[src/rtl/l1_data_cache.sv]
// Direct-mapped, write-back, write-allocate L1 data cache: word port toward the
// load/store queue, whole-line refill/evict port toward the memory arbiter.
module l1_data_cache #(
  parameter int S_INDEX  = 3,
  parameter int S_OFFSET = 5
) (
  input  logic                      clk,
  input  logic                      rst,
  input  logic                      mem_read,
  input  logic                      mem_write,
  input  logic [3:0]                mem_byte_enable,
  input  logic [31:0]               mem_address,
  input  logic [31:0]               mem_wdata,
  output logic                      mem_resp,
  output logic [31:0]               mem_rdata,
  output logic                      pmem_read,
  output logic                      pmem_write,
  output logic [31:0]               pmem_address,
  output logic [(8<<S_OFFSET)-1:0]  pmem_wdata,
  input  logic [(8<<S_OFFSET)-1:0]  pmem_rdata,
  input  logic                      pmem_resp
);

  localparam int S_TAG   = 32 - S_INDEX - S_OFFSET;
  localparam int S_WORD  = S_OFFSET - 2;
  localparam int S_LINE  = 8 << S_OFFSET;
  localparam int N_LINES = 1 << S_INDEX;

  // Handshake: the requester raises mem_read/mem_write and holds request,
  // address and data until the single-cycle mem_resp; the cache holds
  // pmem_read/pmem_write, pmem_address and pmem_wdata until the single-cycle
  // pmem_resp. Exactly one transaction is outstanding on each side.
  typedef enum logic [1:0] {
    IDLE      = 2'd0,
    RESP      = 2'd1,
    WRITEBACK = 2'd2,
    FILL      = 2'd3
  } state_t;

  state_t state;
  state_t state_next;

  logic [S_TAG-1:0]   req_tag;
  logic [S_INDEX-1:0] req_index;
  logic [S_WORD-1:0]  req_word;
  logic               addr_unused;

  assign req_tag     = mem_address[31 -: S_TAG];
  assign req_index   = mem_address[S_OFFSET +: S_INDEX];
  assign req_word    = mem_address[2 +: S_WORD];
  assign addr_unused = ^mem_address[1:0];

  logic [N_LINES-1:0] valid;
  logic [N_LINES-1:0] dirty;
  logic [S_TAG-1:0]   tags  [N_LINES];
  logic [S_LINE-1:0]  lines [N_LINES];

  logic              request;
  logic              hit;
  logic [S_LINE-1:0] cur_line;
  logic [31:0]       cur_word;
  logic [31:0]       merged_word;
  logic [S_LINE-1:0] merged_line;

  assign request  = mem_read | mem_write;
  assign hit      = valid[req_index] && (tags[req_index] == req_tag);
  assign cur_line = lines[req_index];
  assign cur_word = cur_line[32*int'(req_word) +: 32];

  // A store hit merges only the enabled lanes; the merged word is also what
  // the store returns on mem_rdata.
  always_comb begin
    merged_word = cur_word;
    for (int i = 0; i < 4; i++) begin
      if (mem_byte_enable[i]) merged_word[8*i +: 8] = mem_wdata[8*i +: 8];
    end
    merged_line = cur_line;
    merged_line[32*int'(req_word) +: 32] = merged_word;
  end

  logic idle_hit;
  logic store_hit;
  logic wb_done;
  logic fill_done;

  assign idle_hit  = (state == IDLE) && request && hit;
  assign store_hit = idle_hit && mem_write;
  assign wb_done   = (state == WRITEBACK) && pmem_resp;
  assign fill_done = (state == FILL) && pmem_resp;

  always_ff @(posedge clk) begin
    if (rst) state <= IDLE;
    else     state <= state_next;
  end

  always_comb begin
    state_next   = state;
    mem_resp     = 1'b0;
    pmem_read    = 1'b0;
    pmem_write   = 1'b0;
    pmem_address = '0;
    pmem_wdata   = '0;
    case (state)
      IDLE: begin
        if (request) begin
          if (hit)                                   state_next = RESP;
          else if (valid[req_index] && dirty[req_index]) state_next = WRITEBACK;
          else                                       state_next = FILL;
        end
      end
      RESP: begin
        mem_resp   = 1'b1;
        state_next = IDLE;
      end
      WRITEBACK: begin
        pmem_write   = 1'b1;
        pmem_address = {tags[req_index], req_index, {S_OFFSET{1'b0}}};
        pmem_wdata   = cur_line;
        if (pmem_resp) state_next = FILL;
      end
      FILL: begin
        pmem_read    = 1'b1;
        pmem_address = {req_tag, req_index, {S_OFFSET{1'b0}}};
        if (pmem_resp) state_next = IDLE;
      end
      default: state_next = IDLE;
    endcase
  end

  // Only valid/dirty need reset; tag and data contents are don't-care until a
  // fill marks the line valid.
  always_ff @(posedge clk) begin
    if (rst) begin
      valid <= '0;
      dirty <= '0;
    end else begin
      if (store_hit && (mem_byte_enable != 4'b0000)) dirty[req_index] <= 1'b1;
      if (wb_done)   dirty[req_index] <= 1'b0;
      if (fill_done) begin
        valid[req_index] <= 1'b1;
        dirty[req_index] <= 1'b0;
      end
    end
  end

  always_ff @(posedge clk) begin
    if (!rst) begin
      if (store_hit) lines[req_index] <= merged_line;
      if (fill_done) begin
        lines[req_index] <= pmem_rdata;
        tags[req_index]  <= req_tag;
      end
    end
  end

  always_ff @(posedge clk) begin
    if (rst)           mem_rdata <= '0;
    else if (idle_hit) mem_rdata <= mem_write ? merged_word : cur_word;
  end

  assert property (@(posedge clk) disable iff (rst) !(pmem_read && pmem_write));

endmodule

[config.mk]
export PLATFORM = sky130hd
export DESIGN_NAME = l1_data_cache
export DESIGN_NICKNAME = d
export VERILOG_FILES = /design/src/rtl/l1_data_cache.sv
export SDC_FILE = /design/constraint.sdc
export NUM_CORES = 2
export LEC_CHECK = 0
export ABC_AREA = 1
export CORE_MARGIN = 5
export CORE_UTILIZATION = 25
export CTS_BUF_LIST = sky130_fd_sc_hd__clkbuf_2 sky130_fd_sc_hd__clkbuf_4 sky130_fd_sc_hd__clkbuf_8
export DETAILED_ROUTE_END_ITERATION = 8
export PLACE_DENSITY = 0.48
export SKIP_CTS_REPAIR_TIMING = 1
export SLEW_MARGIN = 20
export SYNTH_ARGS = -nofsm -noshare
export SYNTH_HDL_FRONTEND = slang
export SYNTH_SLANG_ARGS = --single-unit
[constraint.sdc]
create_clock -name clk -period 36.6 [get_ports clk]
set_input_delay 7.32 -clock clk [delete_from_list [all_inputs] [get_ports clk]]
set_output_delay 7.32 -clock clk [all_outputs]
set_load 0.01 [all_outputs]
Word level (Yosys, flattened, before mapping)
Memories as Yosys holds them, arrays and structs flattened.
Cells that the tools add are included.
W data, S select, Z words.
{ "word_totals": {"ff_bits": 50, "ram_bits": 2240, "in_bits": 329, "out_inout_bits": 323, "wordCells": 73, "mem_count": 2} }
{ "op_classes": {"add_sub_neg": 1, "n_lt_le_gt_ge": 2, "eq_ne": 7, "n_shift": 3, "mux": 35, "n_bitwise": 7, "n_reduce_logical": 12} }
{ "mem_list": {"columns": ["memory", "words", "word_bits", "rd", "rd_ports_with_merged_regs", "write_ports", "line", "text"], "rows": [
  ["lines", 8, 256, 1, 0, 1, "56", "logic [S_LINE-1:0] lines [N_LINES];"],
  ["tags", 8, 24, 1, 0, 1, "55", "logic [S_TAG-1:0] tags [N_LINES];"]
]} }
{ "op_table": {"columns": ["operator", "n"], "rows": [
  ["$mux W256", 2],
  ["$bwmux W256", 1],
  ["$shift A32 B33 Y256 const A", 1],
  ["$shiftx A256 B9 Y32", 1],
  ["$shiftx A32 B33 Y256", 1],
  ["$mux W8", 9],
  ["$pmux W32 S2", 1],
  ["$neg A8 Y33", 1],
  ["$mux W32", 1],
  ["$eq A24 B24 Y1", 1],
  ["$and A8 B8 Y8", 2],
  ["$or A8 B8 Y8", 2],
  ["$mux W1", 13],
  ["$logic_and A1 B1 Y1", 9],
  ["$mux W2", 4],
  ["$not A8 Y8", 1],
  ["$pmux W2 S4", 1],
  ["$bmux W1 S3", 2],
  ["$ne A2 B2 Y1 const B", 3],
  ["$eq A2 B2 Y1 const B", 2],
  ["$lt A3 B4 Y1 const B", 1],
  ["$reduce_bool A4 Y1", 1],
  ["$demux W1 S3", 1],
  ["$ge A3 B1 Y1 const B", 1],
  ["4 further kinds", 5]
]} }

Depth between registers and ports, before layout
{ "depth": {"word_depth": 13, "depth_mapped": 21, "depth_no_buf": 18} }

Worst setup path before layout
No wires, ideal clock.
{ "synth_timing": {"kind": "input port to flip-flop", "startpoint": "input mem_address[5]", "endpoint": "memory lines[0][0] in the netlist's numbering (enable)", "setup_time_ns": 0.878, "arrival_ns": 19.555, "t_required_ns": 35.722, "slack_ns": 16.167, "cell_stages": 18, "path_buffers": 3, "path_cell_list": "buf_6 -> buf_4 -> buf_4 -> o21ai_0 -> nand2_1 -> nand2_1 -> nand2_1 -> nand2_1 -> nand2_1 -> inv_1 -> nand2_1 -> nor2_1 -> nand2_1 -> nor2_1 -> nand3_2 -> nor2_4 -> o21ai_2 -> nor2_1"} }
{ "synth_between": {"elab_chain_len": 9, "word_cells_on_any_way": 11, "classes_between": "1 x eq/ne; 5 x mux; 1 x bitwise; 3 x reduce/logical; 1 x memory"} }
{ "synth_lines": {"columns": ["item", "line", "text"], "rows": [
  ["from (decl)", "12", "input logic [31:0] mem_address,"],
  ["$mem_v2 Z8 W24 / $bmux W1 S3 (equally long branches)", null, null],
  ["$eq A24 B24 Y1 / $mux W1 (equally long branches)", "66", "assign hit = valid[req_index] && (tags[req_index] == req_tag);"],
  ["$logic_and A1 B1 Y1", "66", null],
  ["$logic_and A1 B1 Y1", "86", "assign idle_hit = (state == IDLE) && request && hit;"],
  ["$logic_and A1 B1 Y1", "87", "assign store_hit = idle_hit && mem_write;"],
  ["$mux W1", "148", "if (store_hit) lines[req_index] <= merged_line;"],
  ["$mux W1", "147", "if (!rst) begin"],
  ["$mux W1 (not written as such)", "148", null],
  ["$or A1 B1 Y1 (no line)", null, null],
  ["to (decl)", "56", null]
]} }
Parallel ways exist; a longest one is shown, timed or not. The select of a mux whose other input is x is not followed.

Worst setup path in the final report
{ "layout_timing": {"startpoint": "input mem_address[7]", "endpoint": "output pmem_wdata[69]"} }
{ "layout_between": {"elab_chain_len": 2} }
{ "layout_lines": {"columns": ["item", "line", "text"], "rows": [
  ["$mem_v2 Z8 W256", null, null],
  ["$mux W256", "103", "case (state)"],
  ["to (decl)", "19", "output logic [(8<<S_OFFSET)-1:0] pmem_wdata,"]
]} }
No other way between the ends.

==> impl_metrics.env <==
export IMPL_initial_core_util=0.2509
export IMPL_cts_clk_slew_worst_paths_ps=60
export IMPL_max_cap_violations=0
export IMPL_wl_mm=465.7
export IMPL_ctsLongestPathBuffers=4
export IMPL_synth_area_sq_mm=0.09755
export IMPL_grt_pass1_vias=71815
export IMPL_port_buffers=644
export IMPL_rsz0062_at_grt="no"
export IMPL_layout_drive_gt1_share=0.09409
export IMPL_power_density_mw_per_mm2=51.51
export IMPL_place_inst=14553
export IMPL_power_total_w=0.006058
export IMPL_grt_pass1_wl_mm=619.1
export IMPL_reg2reg_to="lines[1][92]"
export IMPL_hold_path_depth=2
export IMPL_cts_root_buf="clkbuf_8"
export IMPL_die_w_um=634.7
export IMPL_p_leak_nw=39.97
export IMPL_fp_dieArea_sq_mm=0.4028
export IMPL_dr_total_vias=76798
export IMPL_synthCells=9091
export IMPL_fin_skew_ps=132.2
export IMPL_seq_area_frac_synth=0.6998
export IMPL_rows=229
export IMPL_synth_ff_latch_count=2290
export IMPL_worst_pin_slew_ps=1328
export IMPL_worstReg2RegStart="valid[2]"
export IMPL_cts_inserted_buffers=391
export IMPL_grt_overflow=0
export IMPL_worstSetupPathType="in2out"
export IMPL_hp_start="dirty[5]"
export IMPL_cts_sinks=2290
export IMPL_ant_nets=0
export IMPL_cp_max_fo=43
export IMPL_grt_max_degree=203
export IMPL_crit_path_end_kind="output port"
export IMPL_cts_tree="yes"
export IMPL_worstRegToRegCells=20
export IMPL_dieHeight_um=634.7
export IMPL_irDropWorstVdd_uv=31.68
export IMPL_syn_to_final_growth_pct=20.58
export IMPL_relSlewSlack=0.1116
export IMPL_place_ws_ps=16470
export IMPL_place_hpwl_mm=305.2
export IMPL_route_detailed_drc=0
export IMPL_worstHoldEndpoint="dirty[5]"
export IMPL_crit_arrival_ps=12890
export IMPL_hold_violations=0
export IMPL_synth_cell_types=36
export IMPL_whs_ps=458.2
export IMPL_htreeDepth=5
export IMPL_io_pins=652
export IMPL_yosysWarnings=0
export IMPL_nets=10086
export IMPL_r2r_slack_ps=29690
export IMPL_clk_latency_ps=1160
export IMPL_viasPerCell=5.016
export IMPL_status="finished, final reports clean"
export IMPL_hold_path_class="reg2reg"
export IMPL_fin_crit_ps=20210
export IMPL_setup_tns_ps=0
export IMPL_fin_crit_sh=0.5522
export IMPL_coreArea_sq_mm=0.3888
export IMPL_gp_congestion=1.006
export IMPL_slew_violations=0
export IMPL_fmax_mhz=49.48
export IMPL_drt_iter0_drc=9247
export IMPL_required_ps=29280
export IMPL_instances_no_fill=15310
export IMPL_crit_start="mem_address[7]"
export IMPL_setup_ws_ps=16390
export IMPL_critPathLaunchType="input port"
export IMPL_avgSynthCellArea_sq_um=10.73
export IMPL_wl_per_cell_um=30.42
export IMPL_antenna_found_initial=89
export IMPL_setup_viol=0
export IMPL_grtUsageTotal=0.2225
export IMPL_dr_pass1_iters=6
==> metrics by stage <==
step,util,instance area (sq um)
detailed placement,0.2821,109700
finish,0.3025,117600
floorplan,-,97560
global route,0.3022,117500
CTS,0.3019,117400
global placement,0.2821,109700
==> cell usage after synthesis (all sizes together) <==
library cell / instances / area share
nor2: 1489 / 0.058
xor2: 1 / 0.000090
buf: 262 / 0.015
nor3: 137 / 0.0070
a22oi: 7 / 0.00054
edfxtp: 2240 / 0.69
nand2: 2650 / 0.10
a21oi: 223 / 0.011
o22ai: 187 / 0.012
dfxtp: 50 / 0.010
o211ai: 6 / 0.00046
o221ai: 1 / 0.000090
clkinv: 8 / 0.00032
nand3: 286 / 0.015
ha: 5 / 0.00064
nor4: 1 / 0.000064
clkbuf: 316 / 0.012
nand4: 255 / 0.016
inv: 74 / 0.0029
conb: 1 / 0.000038
o21ai: 892 / 0.046
==> power by group <==
part / internal, W / leakage [nW] / switching [W]
combinational: 0.000187 / 15.3 / 0.000592
sequential: 0.00295 / 20.6 / 0.00000192
clock: 0.00123 / 4.10 / 0.00110
==> registers in the layout (all words and copies together), names as in the netlist <==
name	count
tags	192
lines	2048
dirty	8
valid	8
state	2
mem_rdata	32
==> worst max-delay path by stage <==
stage	cells past startpoint	end	slack, ps
2_1_floorplan	18	lines[0][0]	16170
3_3_place_gp	13	pmem_wdata[69]	16450
3_5_place_dp	13	pmem_wdata[69]	16470
4_1_cts	13	pmem_wdata[69]	16470
5_1_grt	13	pmem_wdata[67]	16520
6_report	13	pmem_wdata[69]	16390
==> worst max-delay path, stage by stage <==
cell and delay, ps:
buf_2 100, buf_4 300, inv_2 640, nand2_2 560
nor2_4 590, buf_4 590, buf_4 720, nand2_1 110
nand4_1 120, nor2_1 60, buf_4 180, nor2_1 780
clkdlybuf4s50_1 700
==> cells in the final DEF, fill, tap and decap left out, types with 2 or more instances in the layout <==
cell / n
inv_4: 4
inv_8: 8
o21ai_1: 199
buf_2: 4
o21ai_0: 692
nor2_2: 43
nand3_1: 284
inv_12: 4
bufinv_16: 8
edfxtp_1: 2240
inv_2: 6
clkinv_8: 2
clkinv_1: 93
clkinvlp_4: 4
nand2_2: 34
nor2_4: 20
buf_4: 188
inv_16: 2
clkinv_2: 44
clkbuf_8: 407
clkbuf_4: 138
conb_1: 5
inv_6: 7
clkdlybuf4s50_1: 637
ha_1: 5
nor3_1: 131
diode_2: 48
inv_1: 62
a22oi_1: 7
o22ai_1: 187
nor2_1: 1425
buf_16: 2
o211ai_1: 6
nand4_1: 255
buf_12: 8
a21oi_1: 223
nand2_1: 2614
dfxtp_1: 50
buf_8: 2
nor3_2: 6
==> area by class of cell <==
cell class                      count  area [sq um]
Timing Repair Buffer              842          8066
Antenna cell                       48         120.1
Fill cell                       39897        271200
Clock buffer                      544          6624
Inverter                           82         344.1
Multi-Input combinational cell   6145         26640
Sequential cell                  2290         68270
Tap cell                         5197          6502
Clock inverter                    162          1065
==> cell families after synthesis <==
family / count (synthesis) / synth area share
DFF: 2290 / 0.6998
buffers and inverters: 660 / 0.03019
adders and majority gates: 5 / 0.0006413
and+or+nand+nor: 4818 / 0.1989
xor gates and xnor gates: 1 / 0.00008980
other: 1 / 0.00003844
AOI/OAI and AO/OA: 1316 / 0.07033
==> routing by layer <==
layer | vias up | wire, um | global-route usage
li1 | 33170 | - | -
met1 | 38017 | 165000 | 0.2589
met2 | 4417 | 204000 | 0.3334
met3 | 1154 | 43970 | 0.05566
met4 | 40 | 52510 | 0.2114
met5 | - | 281 | 0
(Power assumes the default switching activity.)
